==> config.mk <==
export PLATFORM = sky130hd
export DESIGN_NAME = adder_nibble_sequencer_flat
export DESIGN_NICKNAME = d
export VERILOG_FILES = /design/src/rtl/adder_nibble_sequencer_pkg.sv /design/src/rtl/adder_nibble_sequencer_if.sv /design/src/rtl/adder_nibble_sequencer_alu.sv /design/src/rtl/adder_nibble_sequencer.sv /design/src/flat_wrapper.sv
export SDC_FILE = /design/constraint.sdc
export NUM_CORES = 1
export LEC_CHECK = 0
export BUFFER_PORTS_ARGS = -buffer_cell sky130_fd_sc_hd__buf_2
export CAP_MARGIN = 25
export CORE_MARGIN = 8
export CORE_UTILIZATION = 50
export DETAILED_ROUTE_END_ITERATION = 16
export PLACE_DENSITY = 0.79
export SLEW_MARGIN = 20
export SYNTH_ARGS = -nofsm -noshare
export SYNTH_HDL_FRONTEND = slang
export SYNTH_HIERARCHICAL = 1
export SYNTH_SLANG_ARGS = --single-unit
==> constraint.sdc <==
create_clock -name clock -period 2.08 [get_ports clock]
set_clock_uncertainty 0.05 [all_clocks]
set_input_delay 0.208 -clock clock [delete_from_list [all_inputs] [get_ports clock]]
set_output_delay 0.208 -clock clock [all_outputs]
set_load 0.02 [all_outputs]
==> src/rtl/adder_nibble_sequencer_pkg.sv <==
// adder_seq_pkg: shared states and field positions for the nibble-serial add sequencer
package adder_seq_pkg;
    typedef enum logic [1:0] {IDLE, REQ, CAP, WR} state_t;
    localparam int NIB_W = 4;
    localparam int A_LSB = 0;
    localparam int B_LSB = 4;
    localparam int SUM_LSB = 0;
    function automatic int carry_bit(input int nibbles);
        return NIB_W * nibbles;
    endfunction
    function automatic int tag_lsb(input int data_width, input int tag_w);
        return data_width - tag_w;
    endfunction
endpackage

==> src/rtl/adder_nibble_sequencer_if.sv <==
// adder_nibble_sequencer_if: input-FIFO read side and output-FIFO write side of the sequencer
interface adder_nibble_sequencer_if #(
    parameter int DATA_WIDTH = 32
) ();
    logic                  data_empty;
    logic                  data_rd;
    logic [DATA_WIDTH-1:0] data_din;
    logic                  data_full;
    logic                  data_wr;
    logic [DATA_WIDTH-1:0] data_dout;
    modport master (
        input  data_empty, data_din, data_full,
        output data_rd, data_wr, data_dout
    );
    modport slave (
        output data_empty, data_din, data_full,
        input  data_rd, data_wr, data_dout
    );
endinterface

==> src/rtl/adder_nibble_sequencer_alu.sv <==
// adder_nibble_alu: combinational 4-bit add with carry-in and carry-out
module adder_nibble_alu
    import adder_seq_pkg::*;
(
    input  logic [NIB_W-1:0] a,
    input  logic [NIB_W-1:0] b,
    input  logic             cin,
    output logic [NIB_W-1:0] s,
    output logic             cout
);
    assign {cout, s} = (NIB_W+1)'(a) + (NIB_W+1)'(b) + (NIB_W+1)'(cin);
endmodule

==> src/rtl/adder_nibble_sequencer.sv <==
// adder_nibble_sequencer: pops nibble pairs LSB first, chains the carry, pushes one tagged sum word
module adder_nibble_sequencer
    import adder_seq_pkg::*;
#(
    parameter int DATA_WIDTH = 32,
    parameter int NIBBLES    = 4,
    parameter int TAG_W      = 8
) (
    input  logic                          clock,
    input  logic                          reset,
    input  logic                          enable,
    adder_nibble_sequencer_if.master      data,
    output logic                          busy,
    output logic                          fmt_err,
    output logic [TAG_W-1:0]              op_count
);
    localparam int OW        = NIB_W * NIBBLES;
    localparam int CARRY_BIT = carry_bit(NIBBLES);
    localparam int TAG_LSB   = tag_lsb(DATA_WIDTH, TAG_W);
    localparam int CW        = NIBBLES > 1 ? $clog2(NIBBLES) : 1;

    state_t                state, state_d;
    logic [CW-1:0]         nib_cnt;
    logic                  carry, cout, last;
    logic [NIB_W-1:0]      s;
    logic [OW-1:0]         sum, sum_d;
    logic [DATA_WIDTH-1:0] dout_d;

    adder_nibble_alu u_alu (
        .a    (data.data_din[A_LSB +: NIB_W]),
        .b    (data.data_din[B_LSB +: NIB_W]),
        .cin  (carry),
        .s    (s),
        .cout (cout)
    );

    assign last         = nib_cnt == CW'(NIBBLES - 1);
    assign busy         = state != IDLE;
    assign data.data_rd = state == REQ && !data.data_empty;
    assign data.data_wr = state == WR && !data.data_full;

    always_comb begin
        state_d = state;
        sum_d = sum;
        sum_d[NIB_W*nib_cnt +: NIB_W] = s;
        dout_d = '0;
        dout_d[SUM_LSB +: OW] = sum_d;
        dout_d[CARRY_BIT] = cout;
        dout_d[TAG_LSB +: TAG_W] = op_count;
        case (state)
            IDLE:    state_d = enable ? REQ : IDLE;
            REQ:     state_d = data.data_empty ? REQ : CAP;
            CAP:     state_d = last ? WR : REQ;
            WR:      state_d = data.data_full ? WR : (enable ? REQ : IDLE);
            default: state_d = IDLE;
        endcase
    end

    always_ff @(posedge clock) begin
        if (reset) begin
            state          <= IDLE;
            nib_cnt        <= '0;
            carry          <= 1'b0;
            sum            <= '0;
            data.data_dout <= '0;
            fmt_err        <= 1'b0;
            op_count       <= '0;
        end else begin
            state <= state_d;
            // every operation starts from nibble 0 with a zero carry-in
            if ((state == IDLE && enable) || data.data_wr) begin
                nib_cnt <= '0;
                carry   <= 1'b0;
                sum     <= '0;
            end
            if (state == CAP) begin
                sum     <= sum_d;
                carry   <= cout;
                fmt_err <= fmt_err | (|data.data_din[DATA_WIDTH-1:8]);
                if (last) data.data_dout <= dout_d;
                else nib_cnt <= nib_cnt + CW'(1);
            end
            if (data.data_wr) op_count <= op_count + TAG_W'(1);
        end
    end
endmodule

==> src/flat_wrapper.sv <==
// flat-port wrapper written by rule: the top's interface ports become plain ports
module adder_nibble_sequencer_flat import adder_seq_pkg::*;
#(
    parameter int DATA_WIDTH = 32,
    parameter int NIBBLES    = 4,
    parameter int TAG_W      = 8
)
  (clock, reset, enable, busy, fmt_err, op_count, data_data_empty, data_data_din, data_data_full, data_data_rd, data_data_wr, data_data_dout);
  adder_nibble_sequencer_if #(.DATA_WIDTH(DATA_WIDTH)) data_i ();
  input  logic clock;
  input  logic reset;
  input  logic enable;
  output logic busy;
  output logic fmt_err;
  output logic [TAG_W-1:0] op_count;
  input wire logic [$bits(data_i.data_empty)-1:0] data_data_empty;
  input wire logic [$bits(data_i.data_din)-1:0] data_data_din;
  input wire logic [$bits(data_i.data_full)-1:0] data_data_full;
  output wire logic [$bits(data_i.data_rd)-1:0] data_data_rd;
  output wire logic [$bits(data_i.data_wr)-1:0] data_data_wr;
  output wire logic [$bits(data_i.data_dout)-1:0] data_data_dout;
  assign data_i.data_empty = data_data_empty;
  assign data_i.data_din = data_data_din;
  assign data_i.data_full = data_data_full;
  assign data_data_rd = data_i.data_rd;
  assign data_data_wr = data_i.data_wr;
  assign data_data_dout = data_i.data_dout;
  adder_nibble_sequencer #(.DATA_WIDTH(DATA_WIDTH), .NIBBLES(NIBBLES), .TAG_W(TAG_W)) u_core (.clock(clock), .reset(reset), .enable(enable), .data(data_i), .busy(busy), .fmt_err(fmt_err), .op_count(op_count));
endmodule
**Yosys cells after proc, flatten, opt, wreduce, memory -nomap -nowiden**

Index checks and enable logic that the tools add are counted.
W data, S select, Z words.

- Register bits after elaboration: 55

- Muxes and demuxes: 13
- Bitwise logic cells: 1
- $add $sub $neg: 5
- Shift-type cells: 2
- Reductions and logical operators: 11
- Equality and inequality tests: 4

Operators by type and width:

| operator | count |
|---|---|
| $neg A4 Y34 | 1 |
| $shift A4 B34 Y16 const A | 1 |
| $shiftx A4 B34 Y16 | 1 |
| $mux W16 | 2 |
| $reduce_or A24 Y1 | 1 |
| $bwmux W16 | 1 |
| $mux W2 | 6 |
| $add A8 B1 Y8 const B | 1 |
| $pmux W2 S4 | 1 |
| $eq A2 B2 Y1 const B | 3 |
| $add A4 B4 Y5 | 1 |
| $add A5 B1 Y5 | 1 |
| $reduce_bool A2 Y1 | 2 |
| $logic_and A1 B1 Y1 | 3 |
| $mux W1 | 3 |
| $add A2 B1 Y2 const B | 1 |
| $eq A2 B1 Y1 const B | 1 |
| $logic_not A1 Y1 | 2 |
| $logic_not A2 Y1 | 1 |
| $reduce_and A2 Y1 | 1 |
| $logic_or A1 B1 Y1 | 1 |
| $or A1 B1 Y1 | 1 |

**Longest topological paths before layout**

Gate-level depths: netlist of run 1.

- Depth after elaboration: 6
- Depth in mapped cells: 8

**By module**

Netlist of run 1, hierarchy kept.

Modules (own cells, without submodules):

| module | times used | cells each | area an instance (µm²) |
|---|---|---|---|
| adder_nibble_sequencer | 1 | 251 | 2287.2 |
| adder_nibble_alu | 1 | 16 | 143.9 |

**Worst setup path after synthesis of run 1**

Ideal clock, no wire load.

- Path kind: flip-flop to flip-flop
- Start: register u_core.nib_cnt[0]
- End: register u_core.sum[4]
- Slack: 297 ps
- Period minus slack after synthesis: 1783 ps
- Library setup time: 117 ps
- Required time: 1913 ps
- Data arrival time: 1616 ps
- Cell stages (with the launch flop): 7
- Cells stage by stage: dfxtp_1 -> inv_1 -> ha_1 -> nor2b_1 -> and3_1 -> and2b_4 -> a22o_1

- Word-level cells in the longest chain between the ends: 4

RTL lines:

| what | line | source |
|---|---|---|
| from (decl) | adder_nibble_sequencer.sv:23 | `logic [CW-1:0] nib_cnt;` |
| from (signal assigned) | adder_nibble_sequencer.sv:81 | `else nib_cnt <= nib_cnt + CW'(1);` |
| $neg A4 Y34 (*) | adder_nibble_sequencer.sv:45 | `sum_d[NIB_W*nib_cnt +: NIB_W] = s;` |
| $shiftx A4 B34 Y16 / $shift A4 B34 Y16 (equally long branches) | adder_nibble_sequencer.sv:45 |  |
| $bwmux W16 (*) | adder_nibble_sequencer.sv:45 |  |
| $mux W16 (*) | adder_nibble_sequencer.sv:76 | `if (state == CAP) begin` |
| to (signal assigned) | adder_nibble_sequencer.sv:77 | `sum <= sum_d;` |
| to (decl) | adder_nibble_sequencer.sv:26 | `logic [OW-1:0] sum, sum_d;` |

Every way passes the cells marked *; elsewhere a longest branch is shown, timed or not.
A chain may end at the register's enable or synchronous reset.

**Worst setup path in the final report of run 1**

- Start: register u_core.carry
- End: register u_core.data.data_dout[5]

- Word-level cells in the longest chain between the ends: 3

RTL lines:

| what | line | source |
|---|---|---|
| from (decl) | adder_nibble_sequencer.sv:24 | `logic carry, cout, last;` |
| from (signal assigned) | adder_nibble_sequencer.sv:78 | `carry <= cout;` |
| $add A5 B1 Y5 | adder_nibble_sequencer_alu.sv:11 | `assign {cout, s} = (NIB_W+1)'(a) + (NIB_W+1)'(b) + (NIB_W+1)'(cin);` |
| net u_core.s[1] | adder_nibble_sequencer.sv:25 | `logic [NIB_W-1:0] s;` |
| $shiftx A4 B34 Y16 | adder_nibble_sequencer.sv:45 |  |
| $bwmux W16 | adder_nibble_sequencer.sv:45 |  |
| to (signal assigned) | adder_nibble_sequencer.sv:80 | `if (last) data.data_dout <= dout_d;` |
| to (decl) | adder_nibble_sequencer_if.sv:13 | `output data_rd, data_wr, data_dout` |

The timed path passes the listed nets, and every way through them passes these cells.

==> results of run 1 <==
-- flip-flops by register name (all words and copies together), names as in the netlist --
| register | count |
|---|---|
| u_core/nib_cnt | 2 |
| u_core/op_count | 8 |
| u_core/state | 2 |
| u_core/fmt_err | 1 |
| u_core/data.data_dout | 25 |
| u_core/sum | 12 |
| u_core/carry | 1 |
-- worst max-delay path: stages, from the launching register on --
cell and delay (ns):
sky130_fd_sc_hd__dfxtp_1 0.34, sky130_fd_sc_hd__fa_1 0.38, sky130_fd_sc_hd__inv_1 0.08, sky130_fd_sc_hd__fa_1 0.41
sky130_fd_sc_hd__inv_1 0.15, sky130_fd_sc_hd__and4_1 0.20, sky130_fd_sc_hd__a21oi_1 0.05, sky130_fd_sc_hd__a211oi_1 0.20
-- layer usage --
| metal | share of wire | vias up |
|---|---|---|
| met5 | 0 | - |
| met3 | 0.10 | 5 |
| met2 | 0.46 | 83 |
| met4 | 0.0055 | 0 |
| li1 | - | 1075 |
| met1 | 0.43 | 942 |
-- logic make-up (layout without fill, tap and decap cells) --
family	count (synthesis)	in the layout
AOI/OAI and AO/OA	58	58
xor gates and xnor gates	8	8
adders and majority gates	11	11
buffers and inverters	27	98
DFF	51	51
other	1	7
and+or+nand+nor	111	111
-- area by class of cell --
class	instances	area, µm²	area share
flip-flops and latches	51	1020	0.351
well taps	54	67.6	0.0233
clock buffers	6	72.6	0.0250
clock inverters	2	12.5	0.00431
repair buffers	81	425	0.146
inverters	9	33.8	0.0116
multi-input cells	195	1270	0.438
-- Yosys cell counts, types with 2 or more instances --
cell type | count | share of area
sky130_fd_sc_hd__a221oi_1 | 7 | 0.025
sky130_fd_sc_hd__nor2b_1 | 9 | 0.023
sky130_fd_sc_hd__nand2b_1 | 5 | 0.013
sky130_fd_sc_hd__o2bb2ai_1 | 5 | 0.018
sky130_fd_sc_hd__and3_1 | 2 | 0.0051
sky130_fd_sc_hd__inv_1 | 8 | 0.012
sky130_fd_sc_hd__xnor2_1 | 5 | 0.018
sky130_fd_sc_hd__nand2_1 | 26 | 0.040
sky130_fd_sc_hd__nor3_1 | 13 | 0.027
sky130_fd_sc_hd__and2b_1 | 3 | 0.0093
sky130_fd_sc_hd__nor2b_4 | 2 | 0.011
sky130_fd_sc_hd__nand3_1 | 2 | 0.0041
sky130_fd_sc_hd__buf_6 | 3 | 0.014
sky130_fd_sc_hd__clkbuf_1 | 2 | 0.0031
sky130_fd_sc_hd__buf_1 | 2 | 0.0031
sky130_fd_sc_hd__buf_4 | 9 | 0.028
sky130_fd_sc_hd__ha_1 | 9 | 0.046
sky130_fd_sc_hd__nor4_1 | 5 | 0.013
sky130_fd_sc_hd__dfxtp_1 | 51 | 0.42
sky130_fd_sc_hd__a21oi_1 | 21 | 0.043
sky130_fd_sc_hd__xor2_1 | 3 | 0.011
sky130_fd_sc_hd__o21ai_0 | 5 | 0.010
sky130_fd_sc_hd__nor2_1 | 27 | 0.042
sky130_fd_sc_hd__a22o_1 | 10 | 0.036
sky130_fd_sc_hd__a211oi_1 | 5 | 0.015
sky130_fd_sc_hd__nand4_1 | 4 | 0.010
sky130_fd_sc_hd__buf_2 | 2 | 0.0041
sky130_fd_sc_hd__fa_1 | 2 | 0.016
-- metrics by stage --
| step | util | area (µm²) |
|---|---|---|
| finish | 0.619 | 2910 |
| global placement | 0.601 | 2820 |
| floorplan | - | 2450 |
| global route | 0.619 | 2910 |
| CTS | 0.619 | 2910 |
| detailed placement | 0.601 | 2820 |
-- power by group through the flow --
stage                     Combinational (µW)  Sequential [µW]  Clock, µW
after global placement                   239             1020          0
after CTS                                243              997        565
after global routing                     265              999        593
after detailed placement                 242             1020          0
after floorplan                          169             1020          0
final                                    244              997        549
-- path summary, 6_finish.rpt --
| kind | from | slack, ns | to | depth (start not counted) |
|---|---|---|---|---|
| setup / recovery | u_core/carry$_SDFFE_PP0P_ | 0.14 | u_core/data.data_dout[5]$_SDFFE_PP0P_ | 7 |
| hold / removal | enable | 0.18 | u_core/state[0]$_SDFF_PP0_ | 3 |
| setup reg to reg | u_core/carry$_SDFFE_PP0P_ | 0.14 | u_core/data.data_dout[5]$_SDFFE_PP0P_ | 7 |
| hold reg to reg | u_core/data.data_dout[30]$_SDFFE_PP0P_ | 0.40 | u_core/data.data_dout[30]$_SDFFE_PP0P_ | 2 |
==> parameters.txt, run 1 <==
Parameter                              Value

Global routing
  Overall Global Routing Usage    0.149
  Global-route met2 utilization    0.252
  Wire length of the first global-routing pass    9130 µm
  GR met1 Demand/Resource    0.175
  Maximum number of pins on one net before global-route repair    29
  Number of antenna violations at the first check in global routing    0
  GRT Max-Usage Layer    met2
  Total global routing overflow    0
  Met3 track demand over resource in global routing    0.0583
  Via count of the first global-routing pass    1978

Timing
  Clock period minus final worst setup slack    1.94 ns
  Relative slew margins    0.668
  Final setup violation count    0
  Hold violation count in the final report    0
  Total negative slack    0 ns
  Setup repair after global routing missed its margin    false
  Min Hold Slack    0.177 ns
  Share of the cycle needed by the critical path after routing    0.934
  Tightest Pin Transition    0.494 ns
  Maximum operating frequency    515 MHz
  Setup slack after layout    0.136 ns
  Max Transition Viols Final    0

Drt
  DRC violation total after the first TritonRoute iteration    133
  First-pass detailed-route iteration total    4
  Detailed-route via count    2105
  Number of nets with antenna violations after detailed routing    0
  Number of remaining DRC errors    0
  Vias per cell    5.29
  Wirelength per Cell    14.5 µm
  Total length of routed wires    5780 µm

Synthesis
  Synth async-reset ratio    0
  Portion of netlist area occupied by mux cells    0
  Post-synthesis instance area    2430 µm²
  Main synth FF type    sky130_fd_sc_hd__dfxtp_1
  Area fraction in and, or, nand and nor cells after synthesis    0.257
  Synthesis warning total    6
  Synthesized instance count    267
  Sequential cell area fraction in the yosys report    0.420
  Number of flops mapped to enable cells by yosys    0
  Combinational family with the most area after synthesis    simple AND/OR/NAND/NOR gates
  Compound-gate portion of the synthesized area    0.164
  Xor and xnor fraction of the mapped netlist area    0.0288
  Share of synthesized cell area in full adder, half adder and majority cells    0.0628
  Number of register bits inferred by synthesis    51
  Avg Synthesized Cell Area    9.11 µm²
  Number of unique standard cell types used by synthesis    48

Run
  Max-Cap Viols    0

Clock tree
  Count of buffers added by post-CTS timing repair for setup    0
  Clk buf depth    2
  CTS hold repair buffers    0
  Clock buffers created by TritonCTS    5
  Sinks on Clock Net    51
  Root buffer cell    sky130_fd_sc_hd__clkbuf_8
  TritonCTS clock tree    done
  Clock slew at the register clock pins of the worst setup and hold paths    0.08 ns
  Cts repair resizes    0
  Clock Latency Late Sink    0.30 ns
  H-tree lvl count    2

Placement
  Detail Placement HPWL    4430 µm
  Worst slack after detailed placement    0.115 ns
  Count of placed standard cells including taps    390
  RePlAce Congestion    0.900
  Number of port buffers    73

Cells and area
  Antenna diode count    0
  Highest-count cells in the layout ignoring fill and taps    73 x sky130_fd_sc_hd__buf_2, 51 x sky130_fd_sc_hd__dfxtp_1, 27 x sky130_fd_sc_hd__nor2_1
  Fill cells    404
  Non-filler instance count after layout    398
  Fraction of final layout cells with drive strength greater than 1    0.288
  Total number of nets in the final design    391
  Commonest non-fill, non-tap cell in the layout    sky130_fd_sc_hd__buf_2
  Area grow syn2layout    19.5%

Floorplanning
  DIE HEIGHT    85.7 µm
  DIE AREA    7350 µm²
  Horizontal die dimension    85.7 µm
  Number of placement rows    25
  Effective utilization at floorplan    0.518
  Ports placed on the boundary    81
  Core box area    4690 µm²

Power
  Switching Share    0.263
  Static leakage    0.00130 µW
  Post-route total power    1790 µW
  Clock share of power    0.307
  Internal Dissipation    1320 µW
  Power per unit of standard cell area    616 nW/µm²
  Switching power    471 µW
  Part of the total power dissipated in combinational logic    0.136
  Part of the total power dissipated in sequential elements    0.557
  VDD IR-drop max    0.406 mV

Setup path
  CP required    2.24 ns
  Arr. time, crit path    2.11 ns
  Worst-path fanout max    5
  Kind of launch point of the worst setup path    flip-flop
  Type of the worst setup path    flip-flop to flip-flop
  Element type at the critical path end    flip-flop

Status
  Outcome    complete, no violations

Min path
  Type of the tightest min-delay check    input port to flip-flop
No activity file was read; power rests on OpenSTA's default activity.
==> inputs of run 2 (changes only) <==
--- a/config.mk
+++ b/config.mk
@@ -5,7 +5,7 @@
 export SDC_FILE = /design/constraint.sdc
 export NUM_CORES = 1
 export LEC_CHECK = 0
-export BUFFER_PORTS_ARGS = -buffer_cell sky130_fd_sc_hd__buf_2
+export BUFFER_PORTS_ARGS = -buffer_cell sky130_fd_sc_hd__clkbuf_2
 export CAP_MARGIN = 25
 export CORE_MARGIN = 8
 export CORE_UTILIZATION = 50
==> parameters.txt, run 2 (synthesized netlist as in run 1, its figures left out) <==
Parameter                              Value

Drt
  Detailed-route via count    2168 (+3.0%)
  Uppermost routed layer    met4
  Wl on met1    2640 µm (+6.4%)
  Wire length on met3    493 µm (-17%)
  Total length of routed wires    5940 µm (+2.8%)
  Number of nets with antenna violations after detailed routing    0 (unchanged)
  Number of remaining DRC errors    0 (unchanged)
  Met2 wire length    2730 µm (+2.0%)
  Wirelength per Cell    14.9 µm (+2.8%)
  First-pass detailed-route iteration total    4 (unchanged)
  DRC violation total after the first TritonRoute iteration    98 (-26%)
  Vias per cell    5.45 (+3.0%)

Min path
  Depth of the worst hold-timing path    3 (unchanged)
  Type of the tightest min-delay check    input port to flip-flop

Timing
  Relative slew margins    0.655 (-0.0137)
  Total negative slack    0 ns (unchanged)
  Share of the cycle needed by the critical path after routing    0.929 (-0.00583)
  Setup slack after layout    0.149 ns (+0.0121 ns)
  Setup repair after global routing missed its margin    false
  Final setup violation count    0 (unchanged)
  Min Hold Slack    0.159 ns (-0.0181 ns)
  Hold violation count in the final report    0 (unchanged)
  Clock period minus final worst setup slack    1.93 ns (-0.0121 ns)
  Maximum operating frequency    518 MHz (+0.63%)
  Tightest Pin Transition    0.514 ns (+0.0204 ns)
  Max Transition Viols Final    0 (unchanged)

Cells and area
  Largest register by flop count    u_core/data.data_dout
  Largest registers in the final layout    u_core/data.data_dout: 25 flops, u_core/sum: 12 flops, u_core/op_count: 8 flops
  Fill cells    392 (-3.0%)
  Fraction of final layout cells with drive strength greater than 1    0.291 (+0.00291)
  Number of flip-flops in the largest register    25 (unchanged)
  Commonest non-fill, non-tap cell in the layout    sky130_fd_sc_hd__clkbuf_2
  Total number of nets in the final design    391 (unchanged)
  Area grow syn2layout    20.6%
  Fin util    0.625 (+0.00560)
  Antenna diode count    0 (unchanged)
  Highest-count cells in the layout ignoring fill and taps    73 x sky130_fd_sc_hd__clkbuf_2, 51 x sky130_fd_sc_hd__dfxtp_1, 27 x sky130_fd_sc_hd__nor2_1

Floorplanning
  Ports placed on the boundary    81 (unchanged)
  DIE HEIGHT    85.7 µm (unchanged)
  Core box area    4690 µm² (unchanged)
  Number of placement rows    25 (unchanged)
  DIE AREA    7350 µm² (unchanged)
  Horizontal die dimension    85.7 µm (unchanged)
  Effective utilization at floorplan    0.518 (unchanged)

Power
  Power per unit of standard cell area    629 nW/µm² (+2.1%)
  Static leakage    0.00128 µW (-1.4%)
  Post-route total power    1840 µW (+3.1%)
  VDD IR-drop max    0.507 mV (+25%)

Setup path
  Type of the worst setup path    flip-flop to flip-flop
  Arr. time, crit path    2.10 ns (about the same)
  Kind of launch point of the worst setup path    flip-flop
  Cell count of the worst reg-to-reg path    7 (unchanged)
  Worst-path fanout max    5 (unchanged)
  CP required    2.25 ns (about the same)
  Element type at the critical path end    flip-flop

Status
  Outcome    complete, no violations

Global routing
  Total global routing overflow    0 (unchanged)
  Wire length of the first global-routing pass    9820 µm (+7.6%)
  Maximum number of pins on one net before global-route repair    18 (-38%)
  Overall Global Routing Usage    0.162 (+0.0125)
  Number of antenna violations at the first check in global routing    0 (unchanged)
  Via count of the first global-routing pass    2151 (+8.7%)

Placement
  Detail Placement HPWL    4560 µm (+2.9%)
  RePlAce Congestion    0.941 (+4.5%)
  Number of port buffers    73 (unchanged)
  Worst slack after detailed placement    0.120 ns (+0.00537 ns)

Clock tree
  Cts repair resizes    0 (unchanged)
  Count of buffers added by post-CTS timing repair for setup    0 (unchanged)
  Sinks on Clock Net    51 (unchanged)
  Clock Latency Late Sink    0.30 ns (about the same)
  Root buffer cell    sky130_fd_sc_hd__clkbuf_8
  TritonCTS clock tree    done
  Clock buffers created by TritonCTS    5 (unchanged)
  Clk buf depth    2 (unchanged)
  H-tree lvl count    2 (unchanged)
  Clock slew at the register clock pins of the worst setup and hold paths    0.09 ns (about the same)
  CTS hold repair buffers    0 (unchanged)

Run
  Max-Cap Viols    0 (unchanged)
-- run 2: final cells by class --
type | instances | area [µm²] | area share
Clock buffer | 6 | 82.6 | 0.0282
Inverter | 9 | 33.8 | 0.0115
Sequential cell | 51 | 1020 | 0.348
Timing Repair Buffer | 81 | 438 | 0.149
Multi-Input combinational cell | 195 | 1270 | 0.434
Tap cell | 54 | 67.6 | 0.0230
Clock inverter | 2 | 16.3 | 0.00555
-- run 2: metrics by stage --
step	cells	cell area, µm²
finish	398	2930
global route	398	2930
CTS	398	2930
detailed placement	390	2830
global placement	390	2830
floorplan	273	2450
-- run 2: worst max-delay path, cell delays in order, from the launching register on --
cell and delay (ns):
sky130_fd_sc_hd__dfxtp_1 0.33, sky130_fd_sc_hd__fa_1 0.39, sky130_fd_sc_hd__inv_1 0.08, sky130_fd_sc_hd__fa_1 0.40, sky130_fd_sc_hd__inv_1 0.16, sky130_fd_sc_hd__and4_1 0.20, sky130_fd_sc_hd__a21oi_1 0.05, sky130_fd_sc_hd__a211oi_1 0.19
-- run 2: worst paths after layout --
check / from / end / slack [ns]
setup / recovery: u_core/carry$_SDFFE_PP0P_ / u_core/data.data_dout[5]$_SDFFE_PP0P_ / 0.15
hold / removal: enable / u_core/state[0]$_SDFF_PP0_ / 0.16
setup reg to reg: u_core/carry$_SDFFE_PP0P_ / u_core/data.data_dout[5]$_SDFFE_PP0P_ / 0.15
hold reg to reg: u_core/data.data_dout[24]$_SDFFE_PP0P_ / u_core/data.data_dout[24]$_SDFFE_PP0P_ / 0.41
-- run 2: power by group --
group / switching, µW / leakage (µW) / total (µW) / internal [µW]
sequential: 11.8 / 0.000411 / 997 / 985
clock: 329 / 0.0000474 / 601 / 272
combinational: 148 / 0.000821 / 246 / 97.6
-- run 2: per-layer routing --
layer / GRT usage / vias up
li1: - / 1078
met1: 0.190 / 998
met2: 0.270 / 80
met3: 0.0564 / 12
met4: 0.0478 / 0
met5: 0 / -
==> inputs of run 3 (changes only) <==
--- a/config.mk
+++ b/config.mk
@@ -7,7 +7,7 @@
 export LEC_CHECK = 0
 export BUFFER_PORTS_ARGS = -buffer_cell sky130_fd_sc_hd__clkbuf_2
 export CAP_MARGIN = 25
-export CORE_MARGIN = 8
+export CORE_MARGIN = 2
 export CORE_UTILIZATION = 50
 export DETAILED_ROUTE_END_ITERATION = 16
 export PLACE_DENSITY = 0.79
==> parameters.txt, run 3 (synthesized netlist as in run 1, its figures left out) <==
Parameter                              Value

Status
  Outcome    complete, no violations

Cells and area
  Total number of nets in the final design    390 (-0.26%)
  Number of flip-flops in the largest register    25 (unchanged)
  Antenna diode count    0 (unchanged)
  Commonest non-fill, non-tap cell in the layout    sky130_fd_sc_hd__clkbuf_2
  Largest register by flop count    u_core/data.data_dout
  Area grow syn2layout    21.2%
  Fraction of final layout cells with drive strength greater than 1    0.289 (-0.00207)
  Largest registers in the final layout    u_core/data.data_dout: 25 flops, u_core/sum: 12 flops, u_core/op_count: 8 flops
  Fill cells    419 (+6.9%)
  Fin util    0.628 (+0.00320)
  Highest-count cells in the layout ignoring fill and taps    73 x sky130_fd_sc_hd__clkbuf_2, 51 x sky130_fd_sc_hd__dfxtp_1, 27 x sky130_fd_sc_hd__nor2_1

Power
  VDD IR-drop max    0.461 mV (-9.1%)
  Static leakage    0.00129 µW (+0.75%)
  Power per unit of standard cell area    668 nW/µm² (+6.2%)

Drt
  Vias per cell    5.39 (-1.0%)
  Total length of routed wires    5400 µm (-9.2%)
  Number of remaining DRC errors    0 (unchanged)
  DRC violation total after the first TritonRoute iteration    130 (+33%)
  Number of nets with antenna violations after detailed routing    0 (unchanged)
  Detailed-route via count    2140 (-1.3%)
  Wirelength per Cell    13.6 µm (-9.0%)
  First-pass detailed-route iteration total    4 (unchanged)

Setup path
  Launching point of the worst reg2reg path    u_core/carry$_SDFFE_PP0P_
  Element type at the critical path end    flip-flop
  Start point of the critical path    u_core/carry$_SDFFE_PP0P_
  Kind of launch point of the worst setup path    flip-flop
  CP required    2.25 ns (about the same)
  Arr. time, crit path    2.08 ns (-0.02 ns)
  Worst-path fanout max    5 (unchanged)
  Type of the worst setup path    flip-flop to flip-flop

Floorplanning
  Ports placed on the boundary    81 (unchanged)
  DIE AREA    5440 µm² (-26%)
  Effective utilization at floorplan    0.518 (unchanged)
  DIE HEIGHT    73.7 µm (-14%)
  Horizontal die dimension    73.7 µm (-14%)
  Number of placement rows    25 (unchanged)
  Core box area    4690 µm² (unchanged)

Timing
  Total negative slack    0 ns (unchanged)
  Max Transition Viols Final    0 (unchanged)
  Setup repair after global routing missed its margin    false
  Setup slack after layout    0.165 ns (+0.0161 ns)
  Maximum operating frequency    522 MHz (+0.84%)
  Final setup violation count    0 (unchanged)
  Share of the cycle needed by the critical path after routing    0.921 (-0.00772)
  Clock period minus final worst setup slack    1.92 ns (-0.0161 ns)
  Relative slew margins    0.661 (+0.00639)
  Tightest Pin Transition    0.505 ns (-0.00952 ns)
  Hold violation count in the final report    0 (unchanged)

Clock tree
  Clock Latency Late Sink    0.30 ns (about the same)
  Count of buffers added by post-CTS timing repair for setup    0 (unchanged)
  Clock slew at the register clock pins of the worst setup and hold paths    0.10 ns (about the same)
  Cts repair resizes    0 (unchanged)
  Sinks on Clock Net    51 (unchanged)
  CTS hold repair buffers    0 (unchanged)
  H-tree lvl count    2 (unchanged)
  Root buffer cell    sky130_fd_sc_hd__clkbuf_8
  Clock buffers created by TritonCTS    5 (unchanged)
  Clk buf depth    2 (unchanged)
  TritonCTS clock tree    done

Placement
  RePlAce Congestion    0.886 (-5.9%)
  Number of port buffers    73 (unchanged)
  Worst slack after detailed placement    0.120 ns (-0.000319 ns)
  Detail Placement HPWL    3940 µm (-14%)

Min path
  Launch instance of the worst min-delay path    enable
  Type of the tightest min-delay check    input port to flip-flop

Global routing
  Overall Global Routing Usage    0.203 (+0.0415)
  Maximum number of pins on one net before global-route repair    29 (+11)
  Wire length of the first global-routing pass    8740 µm (-11%)
  Via count of the first global-routing pass    1948 (-9.4%)
  Number of antenna violations at the first check in global routing    0 (unchanged)
  Total global routing overflow    0 (unchanged)

Run
  Max-Cap Viols    0 (unchanged)
-- run 3: cell types whose count changed in the layout (fill, tap and decap cells not counted) --
cell / delta
sky130_fd_sc_hd__clkinvlp_4: -1
sky130_fd_sc_hd__buf_4: -1
sky130_fd_sc_hd__inv_6: +1
sky130_fd_sc_hd__clkinv_4: -1
sky130_fd_sc_hd__bufinv_16: +1
-- run 3: layout make-up --
type / instances / area [µm²] / share of cell area
timing repair buffer: 80 / 430 / 0.146
multi-input combinational: 195 / 1270 / 0.432
inverter: 9 / 33.8 / 0.0115
clock buffer: 6 / 82.6 / 0.0280
clock inverter: 2 / 38.8 / 0.0132
sequential: 51 / 1020 / 0.346
tap: 54 / 67.6 / 0.0229
-- run 3: worst paths after layout --
| kind | cells after the start | end | slack [ns] |
|---|---|---|---|
| worst max-delay path | 7 | u_core/data.data_dout[5]$_SDFFE_PP0P_ | 0.16 |
| worst min-delay path | 3 | u_core/state[0]$_SDFF_PP0_ | 0.18 |
| worst max register to register | 7 | u_core/data.data_dout[5]$_SDFFE_PP0P_ | 0.16 |
| worst min register to register | 2 | u_core/data.data_dout[24]$_SDFFE_PP0P_ | 0.41 |
-- run 3: critical path, cell delays in order (launching register included) --
cell and delay, ns:
sky130_fd_sc_hd__dfxtp_1 0.33, sky130_fd_sc_hd__fa_1 0.38, sky130_fd_sc_hd__inv_1 0.08, sky130_fd_sc_hd__fa_1 0.40, sky130_fd_sc_hd__inv_1 0.15, sky130_fd_sc_hd__and4_1 0.20
sky130_fd_sc_hd__a21oi_1 0.05, sky130_fd_sc_hd__a211oi_1 0.19
-- run 3: metal layers --
layer	vias up	track usage	share of wire
met5	-	0	0
met4	0	0.0606	0.016
met3	10	0.0425	0.061
met2	72	0.342	0.48
met1	985	0.261	0.45
li1	1073	-	-
-- run 3: metrics by stage --
stage          hold slack, ns  power, µW  cell area, µm²  cells
2_1_floorplan           0.325       1190            2450    273
3_3_place_gp            0.389       1260            2830    389
3_5_place_dp            0.395       1260            2830    389
4_1_cts                 0.165       1990            2950    397
5_1_grt                 0.159       2050            2950    397
6_report                0.177       1970            2950    397
-- run 3: where the power goes --
part / internal [µW] / leakage [µW] / switching (µW) / total, µW
Combinational: 96.3 / 0.000817 / 148 / 244
Sequential: 985 / 0.000411 / 11.7 / 997
Clock: 396 / 0.0000618 / 331 / 727
